==> src/rtl/misr_seq_ctrl.sv <==
// MISR sequencer CSR bank: on START clears the MISR, compacts for COUNT cycles, captures the signature.
// Latency: reads return one cycle after re_i; sequence busy for COUNT+2 cycles. No backpressure; strobes always accepted.
// Optional interrupt output enabled by defining MISR_SEQ_CTRL_IRQ_EN.
module misr_seq_ctrl #(
    parameter int NBIT_MISR_DATA = 64,
    parameter int NBIT_MISR_ADDR = 64,
    parameter int CNT_WIDTH      = 32
) (
    input  logic                      clk_i,
    input  logic                      rst_ni,
    input  logic                      re_i,
    input  logic                      we_i,
    input  logic [NBIT_MISR_ADDR-1:0] addr_i,
    input  logic [NBIT_MISR_DATA-1:0] wdata_i,
    output logic [NBIT_MISR_DATA-1:0] rdata_o,
    output logic                      rvalid_o,
    output logic                      misr_clear_o,
    output logic                      misr_en_o,
    input  logic [NBIT_MISR_DATA-1:0] misr_sig_i,
    output logic                      busy_o,
    output logic                      done_o
`ifdef MISR_SEQ_CTRL_IRQ_EN
    ,
    output logic                      irq_o
`endif
);

    localparam int IDX_LSB = $clog2(NBIT_MISR_DATA / 8);

    typedef enum logic [1:0] {
        IDLE,
        CLEAR,
        RUN,
        CAPTURE
    } state_t;

    state_t                    state;
    logic [CNT_WIDTH-1:0]      count;
    logic [CNT_WIDTH-1:0]      remaining;
    logic [NBIT_MISR_DATA-1:0] signature;
    logic [NBIT_MISR_DATA-1:0] rd_mux;
    logic                      aborted;
    logic [1:0]                idx;
    logic                      wr_ctrl;
    logic                      start;
    logic                      abort;
    logic                      clr_done;
    logic                      busy;
    logic                      unused_bits;
`ifdef MISR_SEQ_CTRL_IRQ_EN
    logic                      irq_en;
`endif

    assign idx         = addr_i[IDX_LSB+1:IDX_LSB];
    assign wr_ctrl     = we_i && (idx == 2'd0);
    assign start       = wr_ctrl && wdata_i[0];
    assign abort       = wr_ctrl && wdata_i[1];
    assign clr_done    = wr_ctrl && wdata_i[2];
    assign busy        = (state != IDLE);
    assign busy_o      = busy;
    assign unused_bits = ^{addr_i, wdata_i};

    always_comb begin
        rd_mux = '0;
        case (idx)
            2'd0: begin
                rd_mux[0] = busy;
                rd_mux[1] = done_o;
                rd_mux[2] = aborted;
`ifdef MISR_SEQ_CTRL_IRQ_EN
                rd_mux[3] = irq_en;
`endif
            end
            2'd1:    rd_mux[CNT_WIDTH-1:0] = count;
            2'd2:    rd_mux = signature;
            default: rd_mux = '0;
        endcase
    end

    always_ff @(posedge clk_i or negedge rst_ni) begin
        if (!rst_ni) begin
            state        <= IDLE;
            count        <= '0;
            remaining    <= '0;
            signature    <= '0;
            aborted      <= 1'b0;
            done_o       <= 1'b0;
            rdata_o      <= '0;
            rvalid_o     <= 1'b0;
            misr_clear_o <= 1'b0;
            misr_en_o    <= 1'b0;
`ifdef MISR_SEQ_CTRL_IRQ_EN
            irq_en       <= 1'b0;
            irq_o        <= 1'b0;
`endif
        end else begin
            // A simultaneous read and write is treated as a write only
            rvalid_o <= re_i && !we_i;
            if (re_i && !we_i)
                rdata_o <= rd_mux;

            if (we_i && (idx == 2'd1) && !busy)
                count <= wdata_i[CNT_WIDTH-1:0];

            if (clr_done) begin
                done_o  <= 1'b0;
                aborted <= 1'b0;
            end

`ifdef MISR_SEQ_CTRL_IRQ_EN
            if (wr_ctrl)
                irq_en <= wdata_i[3];
            irq_o <= clr_done ? 1'b0 : (done_o && irq_en);
`endif

            case (state)
                IDLE: begin
                    if (start && !abort) begin
                        state        <= CLEAR;
                        remaining    <= count;
                        misr_clear_o <= 1'b1;
                    end
                end
                CLEAR: begin
                    misr_clear_o <= 1'b0;
                    if (abort) begin
                        state   <= IDLE;
                        aborted <= 1'b1;
                    end else if (remaining != '0) begin
                        state     <= RUN;
                        misr_en_o <= 1'b1;
                    end else begin
                        state <= CAPTURE;
                    end
                end
                RUN: begin
                    if (abort) begin
                        state     <= IDLE;
                        misr_en_o <= 1'b0;
                        aborted   <= 1'b1;
                    end else begin
                        remaining <= remaining - CNT_WIDTH'(1);
                        // Leave on the last enabled cycle so COUNT never wraps
                        if (remaining == CNT_WIDTH'(1)) begin
                            state     <= CAPTURE;
                            misr_en_o <= 1'b0;
                        end
                    end
                end
                CAPTURE: begin
                    signature <= misr_sig_i;
                    done_o    <= 1'b1;
                    state     <= IDLE;
                end
                default: begin
                    state        <= IDLE;
                    misr_clear_o <= 1'b0;
                    misr_en_o    <= 1'b0;
                end
            endcase
        end
    end

endmodule

==> config.mk <==
export PLATFORM = sky130hd
export DESIGN_NAME = misr_seq_ctrl
export DESIGN_NICKNAME = d
export VERILOG_FILES = /design/src/rtl/misr_seq_ctrl.sv
export SDC_FILE = /design/constraint.sdc
export NUM_CORES = 1
export LEC_CHECK = 0
export ABC_AREA = 1
export CAP_MARGIN = 20
export CELL_PAD_IN_SITES_DETAIL_PLACEMENT = 1
export CELL_PAD_IN_SITES_GLOBAL_PLACEMENT = 1
export CORE_UTILIZATION = 35
export CTS_BUF_LIST = sky130_fd_sc_hd__clkbuf_16
export CTS_CLUSTER_DIAMETER = 80
export CTS_CLUSTER_SIZE = 16
export DETAILED_ROUTE_END_ITERATION = 6
export PLACE_DENSITY = 0.82
export SYNTH_ARGS = -nofsm -noshare
export SYNTH_HDL_FRONTEND = slang
export SYNTH_SLANG_ARGS = --single-unit
==> constraint.sdc <==
create_clock -name clk_i -period 2.28 [get_ports clk_i]
set_input_delay 0.456 -clock clk_i [delete_from_list [all_inputs] [get_ports clk_i]]
set_output_delay 0.456 -clock clk_i [all_outputs]
set_load 0.005 [all_outputs]
* Word-level counts from Yosys, hierarchy flattened
Cells that the tools add are included.
Word-level totals: logic and storage cells 70, output and inout port bits 69, bits in registers 199
Operators by class: reduce and logical (&&, ||, !) cells 24, $add $sub $neg 1, muxes and demuxes 24, eq/ne operators 11
Operators with widths (count):
- two-way mux 32 bit | 3
- one-hot mux 32 bit (2 select lines) | 1
- one-hot mux 29 bit (2 select lines) | 1
- == test 32 x 1 -> 1 bit (second input constant) | 1
- nonzero test 32 bit | 1
- subtractor 32 x 1 -> 32 bit (second input constant) | 1
- two-way mux 1 bit | 11
- nonzero test 2 bit | 5
- one-hot mux 3 bit (3 select lines) | 1
- logical AND 1 bit | 8
- two-way mux 2 bit | 4
- != test 2 bit (second input constant) | 4
- one-hot mux 2 bit (4 select lines) | 1
- == test 2 bit (second input constant) | 3
- == test 2 x 1 -> 1 bit (second input constant) | 2
- zero test 2 bit | 2
- one-hot mux 1 bit (2 select lines) | 2
- AND reduction 2 bit | 2
- AND reduction 4 bit | 1
- zero test 1 bit | 3
- != test 3 bit (second input constant) | 1
- AND reduction 3 bit | 1
- OR reduction 2 bit | 1

* Longest topological paths before layout
Gate-level depths: netlist of the first run.
depth after elaboration 7, mapped depth 14

* Least setup slack after synthesis of the first run
OpenSTA, ideal clock, no wires.
kind input -> register, start in addr_i[3], end reg remaining[15], library setup time 118 ps, cell stages on the path 13, required time 2162 ps, path slack 604 ps, arrival time 1559 ps, path buffers 1, cells stage by stage inv_1 > ha_1 > nand2_1 > inv_2 > nand2_2 > nand2_2 > o21ai_1 > nand2_2 > inv_2 > buf_4 > nor2_1 > a21oi_1 > inv_1
Between the ends: longest elaborated chain between the ends 7, elaborated cells on any way between the ends 9, classes of those cells eq/ne: 2; reduce/logical: 7
RTL lines:
- start: declaration | RTL line 13 | input logic [NBIT_MISR_ADDR-1:0] addr_i,
- zero test 2 bit * | RTL line 55 | assign wr_ctrl = we_i && (idx == 2'd0);
- logical AND 1 bit * | RTL line 55
- logical AND 1 bit | RTL line 57 | assign abort = wr_ctrl && wdata_i[1];
- zero test 1 bit | RTL line 118 | if (start && !abort) begin
- logical AND 1 bit | RTL line 118
- != test 2 bit (no source line)
- AND reduction 3 bit (no source line) *
- end signal: assignment | RTL line 120 | remaining <= count;
- end signal: assignment | RTL line 142 | remaining <= remaining - CNT_WIDTH'(1);
- end: declaration | RTL line 39 | logic [CNT_WIDTH-1:0] remaining;
Every way passes the cells marked *; elsewhere a longest branch is shown, timed or not. A chain may end at the register's enable or synchronous reset.

* Worst setup path after layout of the first run
start reg state[0], end out busy_o
Between the ends: longest elaborated chain between the ends 1
RTL lines:
- start: declaration | RTL line 37 | state_t state;
- start signal: assignment | RTL line 82 | state <= IDLE;
- start signal: assignment | RTL line 119 | state <= CLEAR;
- start signal: assignment | RTL line 127 | state <= IDLE;
- nonzero test 2 bit | RTL line 59 | assign busy = (state != IDLE);
- end: declaration | RTL line 20 | output logic busy_o,
Every way passes these cells.

==> flow_metrics.tcl, run 1 <==
set metrics [dict create \
    ios 265 \
    synthCells 1160 \
    final-hold-violation-count 20 \
    required_ns 1.82 \
    end_kind "output pin" \
    cp-start-kind "flip-flop" \
    startpoint "state[0]" \
    cts_sinks 199 \
    powerDensity_nw_per_um2 1180 \
    grt_max_degree 68 \
    grt_overflow_total 0 \
    synth_flop_cell "dfrtp_1" \
    slew_headroom_pct 66.7 \
    clock.fmax_ghz 0.455 \
    die_y_um 166 \
    arrival_ns 1.74 \
    die_area_um2 27400 \
    ir_worst_vdd_uv 518 \
    grtUsageTotal_pct 23.6 \
    outcome "finished with violations" \
    wl_um 31500 \
    yosysWarningCount 0 \
    rrSetupSlack_ns 0.29 \
    ctsHtreeMaxLevel 4 \
    worst_pin_slew_ns 0.499 \
    area_growth_syn_to_layout_pct 31.6 \
    cts.path.max_buffers 2 \
    insertion_delay_ns 0.45 \
    finClkSkew_ns 0.0148 \
    hp-class "input pin to asynchronous set/reset pin" \
    synth_top_area_share_pct 53.1 \
    first_pass_iters 7 \
    violations "design-rule violations, negative hold slack" \
    routed.top_layer "met5" \
    synth-edff-count 0 \
    maxCapViolCount 0 \
    synth_largest_area_cell "dfrtp_1" \
    cts_root_buffer "clkbuf_16" \
    synthTopCellsByArea "dfrtp_1 (53%), nand2_1 (12%), o21ai_0 (7.2%)" \
    wl_met3_um 1780 \
    drive_above_1_share_pct 8.64 \
    r2r_end "remaining[1]" \
    ant_nets 0 \
    wl_met2_um 15800 \
    syn_nets 1366 \
    fillCellCount 3173 \
    final_common_cell "nand2_1" \
    seq_area_frac_synth_pct 53.1 \
    routedWlPerCell_um 18.8 \
    grt_pass1_vias 9495 \
    place_hpwl_um 22000 \
    die_w_um 166 \
    critical_path_class "flip-flop to output pin" \
    instances_no_fill 1678 \
    wl_met1_um 13300 \
    total_power_mw 14.5 \
    clk_pin_slew_ns 0.08 \
    antenna_cells 0 \
    fin_nets 1536 \
    rows 59 \
    cts_tree "built" \
    dp.cells 1643 \
    vias 8716 \
    first_iter_violations 559 \
    netlist_area_um2 9370 \
    r2r_cells 10 \
    placed_cell_area_um2 11700 \
    design_area_um2 12300 \
    setup_viol 0 \
    antenna_found_initial 1 \
    grt_pass1_wl_um 51400 \
    r2r-start "state[0]" \
    ys_types 34 \
    core_area_um2 26100 \
    period_share_pct 96.4 \
    drc_errors 4 \
    worstPathMaxFanout 3 \
    layout_common_cells "nand2_1 (309), dfrtp_1 (199), clkdlybuf4s50_1 (168)" \
    synth-seq-cells 199 \
    avgSynthCellArea_um2 8.08 \
    rsz0062_at_grt "false" \
    fin_crit_ns 2.20 \
    io_buffers 170 \
    drv_slew 0 \
    gp_congestion 0.804 \
    critical_path.endpoint "busy_o" \
    whs_ns -0.0141 \
    start_util_pct 35.9 \
    p_leak_nw 5.90 \
    cts_buffers 17 \
    vias_per_cell 5.19 \
    async_reset_ff_share_pct 100 \
]
[Yosys cell counts, drive strengths merged (6+ instances only)]
cell type	instances
a21oi	53
buf	21
clkbuf	44
dfrtp	199
ha	10
inv	111
nand2	318
nand3	87
nor2	103
o21ai	153
o22ai	26
xor2	6
[stage by stage]
stage                     setup TNS (ns)  util [%]  setup slack (ns)
after floorplan                        0         -             0.604
after global placement           -0.0128      44.7           -0.0110
after detailed placement           -1.50      44.7            -0.118
after CTS                              0      47.2            0.0688
after global routing                   0      47.2            0.0320
final                                  0      47.2            0.0823
[per-layer routing]
metal  vias up  track usage [%]
met5         -                0
met4         2             6.62
met3        45             5.90
met2       213             40.6
met1      4392             29.3
li1       4064                -
[cell families after synthesis]
logic type,Yosys count,share of synthesized area (%)
AOI/OAI and AO/OA,241,13.5
buffers and inverters,179,7.62
muxes,5,0.601
DFF,199,53.1
and+or+nand+nor,520,23.2
adders and majority gates,10,1.34
xor gates and xnor gates,6,0.561
[power breakdown]
part           switching (mW)  internal [mW]
sequential              0.879           4.92
clock                    1.64           1.51
combinational            3.42           2.16
total                    5.94           8.59
[repair_timing]
| action | 4_1_cts | 5_1_grt |
|---|---|---|
| gates resized for setup | 0 | 0 |
| buffers inserted | 3 | 0 |
| endpoints found under the setup margin | 1 | 0 |
| hold buffers | 0 | 0 |
| endpoints found under the hold margin | 0 | 0 |
[worst min-delay path by stage]
stage | slack, ns | endpoint
2_1_floorplan | 0.16 | aborted
3_3_place_gp | 0.45 | signature[54]
3_5_place_dp | 0.46 | signature[34]
4_1_cts | 0.004 | count[3]
5_1_grt | 0.01 | count[3]
6_report | -0.01 | count[3]
[cell type report]
class | instances | area, µm² | share of cell area, %
clock buffer | 17 | 425 | 3.45
clock inverter | 15 | 194 | 1.57
inverter | 114 | 428 | 3.47
multi-input combinational | 782 | 3700 | 30.0
sequential | 199 | 4980 | 40.4
tap | 335 | 419 | 3.40
timing repair buffer | 216 | 2180 | 17.7
[flip-flops by register name (all words and copies together) (netlist names)]
signal	count
rvalid_o	1
misr_clear_o	1
rdata_o	64
misr_en_o	1
remaining	32
aborted	1
signature	64
state	2
done_o	1
count	32
[worst max-delay path: stages (launching register included)]
cell	delay, ns
dfrtp_1	0.36
inv_1	0.08
ha_1	0.25
inv_2	0.09
clkdlybuf4s50_1	0.53
Note: power is estimated with default switching activity, not from simulation.
==> run 2, diff against run 1 <==
Settings changed: CORE_UTILIZATION 35 to 38, PLACE_DENSITY 0.82 to 0.88.
Clock period 2.28 ns to 2.68 ns, I/O delays scaled along.
==> run 2 against run 1 <==
  * Final cell count decreased by 1.9%
  * Die area decreased by 7.8%
  * The run now ends clean
  * Register-to-register slack better by 0.31 ns
  * Via count is essentially flat
==> flow_metrics.tcl, run 2 (same netlist as run 1, synthesis figures left out) <==
set metrics [dict create \
    outcome "completed" \
    cts_hold_buf 0 \
    start_util_pct 38.6 \
    io_buffers 170 \
    worst_slack_ns 0.243 \
    insertion_delay_ns 0.46 \
    grt_pass1_vias 9426 \
    core_area_um2 24200 \
    grt_pass1_wl_um 51900 \
    cp-start-kind "flip-flop" \
    final_common_cell "nand2_1" \
    final-hold-violation-count 0 \
    post_cts_buffers 0 \
    clk_pin_slew_ns 0.08 \
    end_kind "output pin" \
    wl_met3_um 2010 \
    cts_tree "built" \
    worstPathMaxFanout 6 \
    reg.largest.list "rdata_o x64, signature x64" \
    antenna_cells 0 \
    wl_met2_um 15900 \
    die_w_um 159 \
    finClkSkew_ns 0.0135 \
    total_power_mw 12.3 \
    grt_overflow_total 0 \
    placed_cell_area_um2 11500 \
    vias 8708 \
    die_y_um 159 \
    cts.path.max_buffers 2 \
    r2r_cells 8 \
    gp_congestion 0.862 \
    maxCapViolCount 0 \
    grt_max_degree 65 \
    cts_sinks 199 \
    ir_worst_vdd_uv 583 \
    slew_headroom_pct 57.7 \
    first_iter_violations 499 \
    rows 57 \
    first_pass_iters 7 \
    routed.top_layer "met4" \
    rsz0062_at_grt "false" \
    ant_nets 0 \
    cts_buffers 17 \
    period_share_pct 90.9 \
    fin_crit_ns 2.44 \
    hp-class "input pin to asynchronous set/reset pin" \
    powerDensity_nw_per_um2 1020 \
    ctsResizeCount 0 \
    die_area_um2 25300 \
    fin_nets 1515 \
    cts_root_buffer "clkbuf_16" \
    seqCellArea_um2 4980 \
    final.setup.tns_ns 0 \
    wl_um 31900 \
    p_leak_nw 5.79 \
    area_growth_syn_to_layout_pct 28.9 \
    place_hpwl_um 21300 \
    multi_input_area_um2 3700 \
    drive_above_1_share_pct 7.11 \
    grtUsageTotal_pct 26.0 \
    worst_pin_slew_ns 0.635 \
    ctsHtreeMaxLevel 4 \
    clock.fmax_ghz 0.410 \
    setup_viol 0 \
    antenna_found_initial 1 \
    drv_slew 0 \
    design_area_um2 12100 \
    fillCellCount 2916 \
    place_ws_ns -0.0652 \
    critical_path_class "flip-flop to output pin" \
    ios 265 \
    vias_per_cell 5.29 \
    arrival_ns 1.90 \
    wl_met1_um 13100 \
    layout_common_cells "nand2_1 (309), dfrtp_1 (199), clkdlybuf4s50_1 (168)" \
    drc_errors 0 \
    required_ns 2.14 \
    routedWlPerCell_um 19.4 \
]
-- run 2: routing by layer --
| metal | up-vias | GRT usage (%) |
|---|---|---|
| met5 | - | 0 |
| met1 | 4394 | 31.5 |
| met4 | 0 | 9.79 |
| met3 | 58 | 7.03 |
| li1 | 4030 | - |
| met2 | 226 | 44.0 |
-- run 2: final timing paths --
path | startpoint | endpoint | slack (ns)
setup reg to reg | state[0] | remaining[7] | 0.60
setup / recovery | state[0] | busy_o | 0.24
min in group clk_i | signature[63] | signature[63] | 0.48
hold / removal | rst_ni | remaining[11] | 0.01
max in group asynchronous | rst_ni | rdata_o[14] | 1.94
hold reg to reg | signature[63] | signature[63] | 0.48
-- run 2: final cells by class --
cell class	instances	area share, %
multi-input combinational	782	30.6
timing repair buffer	195	16.3
clock inverter	15	1.48
tap	324	3.36
sequential	199	41.2
inverter	114	3.54
clock buffer	17	3.52
-- run 2: worst max-delay path, stage by stage, from the launching register on --
cell	delay, ns
dfrtp_1	0.43
inv_1	0.10
ha_1	0.25
inv_2	0.15
clkdlybuf4s50_1	0.53
-- run 2: report_power, final --
group / internal (mW) / switching, mW
combinational: 1.71 / 2.89
sequential: 4.18 / 0.790
clock: 1.34 / 1.35
-- run 2: stage by stage --
stage               utilization (%)  cells  hold WS (ns)
finish                         49.8   1646        0.0123
global route                   49.8   1646        0.0425
CTS                            49.8   1646        0.0296
detailed placement             47.3   1614         0.462
global placement               47.3   1614         0.454
floorplan                         -   1160         0.240
